**config.mk**
```make
export PLATFORM = sky130hd
export DESIGN_NAME = instr_encoder
export DESIGN_NICKNAME = d
export VERILOG_FILES = /design/src/rtl/instr_encoder.sv
export SDC_FILE = /design/constraint.sdc
export NUM_CORES = 1
export LEC_CHECK = 0
export ABC_AREA = 0
export BUFFER_PORTS_ARGS = -buffer_cell sky130_fd_sc_hd__buf_2
export CORE_MARGIN = 2
export CORE_UTILIZATION = 60
export DETAILED_ROUTE_END_ITERATION = 7
export HOLD_SLACK_MARGIN = 0.03
export PLACE_DENSITY = 0.85
export RECOVER_POWER = 100
export SYNTH_ARGS = -nofsm -noshare
export SYNTH_HDL_FRONTEND = slang
export SYNTH_SLANG_ARGS = --single-unit
export TNS_END_PERCENT = 100
```
**constraint.sdc**
```tcl
create_clock -name clk -period 4.1 [get_ports clk]
set_clock_uncertainty 0.15 [all_clocks]
set_input_delay 0.41 -clock clk [delete_from_list [all_inputs] [get_ports clk]]
set_output_delay 0.41 -clock clk [all_outputs]
set_load 0.01 [all_outputs]
```
**src/rtl/instr_encoder.sv**
```systemverilog
// instr_encoder: encodes RV32I instruction field sets into 32-bit words and
// queues them in a DEPTH-entry FIFO with valid/ready handshakes on both sides.
// Illegal requests are accepted but dropped, flagged by a one-cycle err_illegal.
// Optional build macro INSTR_ENC_IMM_CHECK_EN: when defined, in_imm must fit its
// format (sign-extended, aligned where required) or the request is treated as
// illegal; when undefined, in_imm is silently truncated to the format bits.
module instr_encoder #(
    parameter int DEPTH = 4
) (
    input  logic        clk,
    input  logic        rst,
    input  logic        in_valid,
    output logic        in_ready,
    input  logic [3:0]  in_op,
    input  logic [4:0]  in_rd,
    input  logic [4:0]  in_rs1,
    input  logic [4:0]  in_rs2,
    input  logic [2:0]  in_funct3,
    input  logic [6:0]  in_funct7,
    input  logic [31:0] in_imm,
    output logic        out_valid,
    input  logic        out_ready,
    output logic [31:0] out_instr,
    output logic        err_illegal,
    output logic [15:0] enc_count
);

    localparam int AW = (DEPTH > 1) ? $clog2(DEPTH) : 1;
    localparam logic [AW:0] FULL_CNT = DEPTH[AW:0];

    localparam logic [3:0] CLS_ALUREG = 4'd0;
    localparam logic [3:0] CLS_ALUIMM = 4'd1;
    localparam logic [3:0] CLS_BRANCH = 4'd2;
    localparam logic [3:0] CLS_JALR   = 4'd3;
    localparam logic [3:0] CLS_JAL    = 4'd4;
    localparam logic [3:0] CLS_AUIPC  = 4'd5;
    localparam logic [3:0] CLS_LUI    = 4'd6;
    localparam logic [3:0] CLS_LOAD   = 4'd7;
    localparam logic [3:0] CLS_STORE  = 4'd8;
    localparam logic [3:0] CLS_SYSTEM = 4'd9;

    logic [31:0]   mem [DEPTH];
    logic [AW-1:0] wr_ptr;
    logic [AW-1:0] rd_ptr;
    logic [AW:0]   count;

    logic [31:0] enc_word;
    logic        op_legal;
    logic        imm_ok;
    logic        legal;
    logic        accept;
    logic        push;
    logic        pop;

    // Combinational field packing per instruction class
    always_comb begin
        enc_word = '0;
        op_legal = 1'b1;
        case (in_op)
            CLS_ALUREG: enc_word = {in_funct7, in_rs2, in_rs1, in_funct3, in_rd, 7'b0110011};
            CLS_ALUIMM: begin
                // Shift-immediates carry funct7 in the upper immediate bits
                if (in_funct3 == 3'b001 || in_funct3 == 3'b101)
                    enc_word = {in_funct7, in_imm[4:0], in_rs1, in_funct3, in_rd, 7'b0010011};
                else
                    enc_word = {in_imm[11:0], in_rs1, in_funct3, in_rd, 7'b0010011};
            end
            CLS_BRANCH: enc_word = {in_imm[12], in_imm[10:5], in_rs2, in_rs1, in_funct3,
                                    in_imm[4:1], in_imm[11], 7'b1100011};
            CLS_JALR:   enc_word = {in_imm[11:0], in_rs1, 3'b000, in_rd, 7'b1100111};
            CLS_JAL:    enc_word = {in_imm[20], in_imm[10:1], in_imm[11], in_imm[19:12],
                                    in_rd, 7'b1101111};
            CLS_AUIPC:  enc_word = {in_imm[31:12], in_rd, 7'b0010111};
            CLS_LUI:    enc_word = {in_imm[31:12], in_rd, 7'b0110111};
            CLS_LOAD:   enc_word = {in_imm[11:0], in_rs1, in_funct3, in_rd, 7'b0000011};
            CLS_STORE:  enc_word = {in_imm[11:5], in_rs2, in_rs1, in_funct3, in_imm[4:0],
                                    7'b0100011};
            CLS_SYSTEM: enc_word = {in_imm[11:0], in_rs1, in_funct3, in_rd, 7'b1110011};
            default:    op_legal = 1'b0;
        endcase
    end

    // Immediate range check (only in the checking build)
    always_comb begin
        imm_ok = 1'b1;
`ifdef INSTR_ENC_IMM_CHECK_EN
        case (in_op)
            CLS_ALUIMM, CLS_JALR, CLS_LOAD, CLS_SYSTEM, CLS_STORE:
                imm_ok = (in_imm[31:11] == {21{in_imm[11]}});
            CLS_BRANCH:
                imm_ok = (in_imm[31:12] == {20{in_imm[12]}}) && !in_imm[0];
            CLS_JAL:
                imm_ok = (in_imm[31:20] == {12{in_imm[20]}}) && !in_imm[0];
            CLS_AUIPC, CLS_LUI:
                imm_ok = (in_imm[11:0] == 12'h000);
            default:
                imm_ok = 1'b1;
        endcase
`endif
    end

    assign legal     = op_legal && imm_ok;
    // Gated by rst so the input side looks full while reset is held
    assign in_ready  = !rst && (count != FULL_CNT);
    assign accept    = in_valid && in_ready;
    assign push      = accept && legal;
    assign out_valid = (count != '0);
    assign pop       = out_valid && out_ready;
    assign out_instr = out_valid ? mem[rd_ptr] : 32'h0;

    // FIFO storage; contents need no reset because count masks them
    always_ff @(posedge clk) begin
        if (push)
            mem[wr_ptr] <= enc_word;
    end

    // FIFO pointers and occupancy
    always_ff @(posedge clk or posedge rst) begin
        if (rst) begin
            wr_ptr <= '0;
            rd_ptr <= '0;
            count  <= '0;
        end else begin
            if (push)
                wr_ptr <= wr_ptr + 1'b1;
            if (pop)
                rd_ptr <= rd_ptr + 1'b1;
            if (push && !pop)
                count <= count + 1'b1;
            else if (pop && !push)
                count <= count - 1'b1;
        end
    end

    // Illegal-request pulse, high for the cycle after the rejecting accept
    always_ff @(posedge clk or posedge rst) begin
        if (rst)
            err_illegal <= 1'b0;
        else
            err_illegal <= accept && !legal;
    end

    // Delivered-word counter, wraps naturally at 16 bits
    always_ff @(posedge clk or posedge rst) begin
        if (rst)
            enc_count <= 16'h0000;
        else if (pop)
            enc_count <= enc_count + 16'd1;
    end

endmodule

```
==> run metrics <==
status finished with violations; initial antenna violation count 0; I/O Buffers 115; total grt overflow 0; Hold Crit Class input pin to flop; DRT antenna net count 0; final hold violation count 0; Netlist cell types 53; fin crit share 0.797; most frequent cell after synthesis edfxtp_1; post-CTS resize count 0; via count 4333; # hold bufs at CTS 3; WL/cell 20.5 um; PD cells 610 nW/um^2; post-synthesis cell count 443; Total GRT Usage 0.256; Reg clk slew, reported paths 0.06 ns; CP Class flop to output port; Post-Place Setup Slack 1.35 ns; ys flop type edfxtp_1; clk sinks 148; syn_nets 515; CP max stage delay 0.99 ns; Worst EP arrival 2.71 ns; vias in the first global route 4256; syn_area_per_cell 15.2 um^2; first-pass GRT wire length 22100 um; DRC Markers 0; #FFs+latches synth 148; top post-synthesis cells by count edfxtp_1, and2_1, mux4_2; Post-Syn Area 6710 um^2; Leakage 2.89 nW; max-cap violation count 1; Worst EP required 3.54 ns; Layout Utilization 0.722; layout cells sized above 1 0.282; Yosys Warn Count 0; largest net degree at the start of global routing 39; Crit-path slowest cell clkbuf_1; Worst-Skew Late Latency 0.53 ns; RSZ-0062 raised after global routing false; relative slew slack -0.0578; Placer Congestion 0.871; Seq/Total Area, Yosys 0.644; Post-synth EDFFs 124; asr flop ratio synth 0.162; Post-Layout Inst Area 7860 um^2; clk root buf clkbuf_8; Synth area leaders edfxtp_1, mux4_2, dfrtp_1; area post-placement 7380 um^2; initial core utilization 0.617; max frequency 306 MHz; VDD IR max 0.340 mV; placed wire-length estimate 9380 um; vias per inst 6.06; Syn-to-layout area delta 17.1%; width of the die 110 um; Synth area leader edfxtp_1; number of antenna diodes 0; die area 12000 um^2; worst setup margin 0.832 ns; CTS Buffer Depth 2; Crit. End Element output port; CTS tree yes; Synth top area share 0.555; Final setup viols 0; final net count 634; minimum clock period 3.27 ns; DR pass1 iterations 5; DIE HEIGHT 110 um; Max Slew Vio Count 39; Post-CTS Setup Inserts 0; final wirelength 14700 um; # IOs 116; Rows 38; failing checks max-capacitance violations, max-slew violations; CTS Buf Count 17; drt initial violations 385; worst-path fanout max 32; actual slew at the worst max-slew pin 1.59 ns; # H-tree levels 4; crit-path cells nor3_1, inv_1, clkbuf_1, and2_0, clkbuf_1; most common cell type on the critical path clkbuf_1; Startpoint Class flop; Fin Setup TNS 0 ns; core area 10900 um^2
critical path: cells and delay by family (launching register included):
family / cells / cell delay (ns)
buffers and inverters: 3 / 1.25
and+or+nand+nor: 2 / 0.47
DFF: 1 / 0.44
where the power goes:
part           internal, mW  total [mW]  switching [mW]  leakage (nW)
sequential             1.81        1.96           0.152          1.44
clock                 0.805        1.41           0.602         0.252
combinational         0.673        1.43           0.753          1.20
total                  3.29        4.80            1.51          2.89
per-layer routing:
layer / vias up / wire length [um] / share of wire / GRT usage
li1: 1917 / - / - / -
met2: 247 / 7210 / 0.49 / 0.419
met5: - / 0 / 0 / 0
met4: 0 / 402 / 0.027 / 0.119
met1: 2135 / 5760 / 0.39 / 0.327
met3: 34 / 1300 / 0.088 / 0.0616
through the flow:
stage | hold slack (ns) | instances | power, mW
2_1_floorplan | 0.275 | 443 | 2.98
3_3_place_gp | 0.307 | 680 | 3.40
3_5_place_dp | 0.324 | 680 | 3.46
4_1_cts | 0.104 | 715 | 4.88
5_1_grt | 0.106 | 715 | 5.02
6_report | 0.118 | 715 | 4.80
cells in the final DEF (no fill, tap or decap), types with 13 or more instances in the layout:
| master | n |
|---|---|
| and2_1 | 13 |
| clkbuf_1 | 28 |
| edfxtp_1 | 124 |
| inv_1 | 14 |
| xnor2_1 | 18 |
| a21oi_1 | 22 |
| nor2_1 | 22 |
| mux4_2 | 31 |
| dfrtp_1 | 23 |
| buf_2 | 89 |
| and2_0 | 27 |
| clkbuf_16 | 16 |
| nand2_1 | 23 |
cells by family after synthesis:
kind of cell / count (synthesis) / synth area share
AO/OA/AOI/OAI: 72 / 0.0729
buffers and inverters: 41 / 0.0304
flip-flops: 148 / 0.644
XOR/XNOR: 24 / 0.0313
adder cells (fa/ha/maj): 7 / 0.0142
multiplexers: 34 / 0.109
AND/OR/NAND/NOR: 117 / 0.0982
worst paths after layout:
| kind | from | endpoint | slack (ns) | depth (start not counted) |
|---|---|---|---|---|
| setup / recovery | count[0] | out_instr[0] | 0.83 | 5 |
| hold / removal | in_rd[0] | mem[0][7] | 0.12 | 2 |
| setup reg to reg | count[0] | count[2] | 1.29 | 10 |
| hold reg to reg | enc_count[15] | enc_count[15] | 0.33 | 1 |
| max in group asynchronous | rst | rd_ptr[0] | 2.66 | 3 |
| min in group asynchronous | rst | enc_count[14] | 0.50 | 3 |
final cells by class:
class                           count  area, um^2
Clock buffer                       17         414
Tap cell                          140         175
Clock inverter                     15         133
Timing Repair Buffer              126         616
Fill cell                         710        3030
Inverter                           15        56.3
Sequential cell                   148        4330
Multi-Input combinational cell    254        2140
sequential cells by signal, indices dropped and copies added (netlist names):
| signal | cells |
|---|---|
| mem | 124 |
| enc_count | 16 |
| count | 3 |
| rd_ptr | 2 |
| wr_ptr | 2 |
| err_illegal | 1 |
Power figures use the tool's default switching activity.
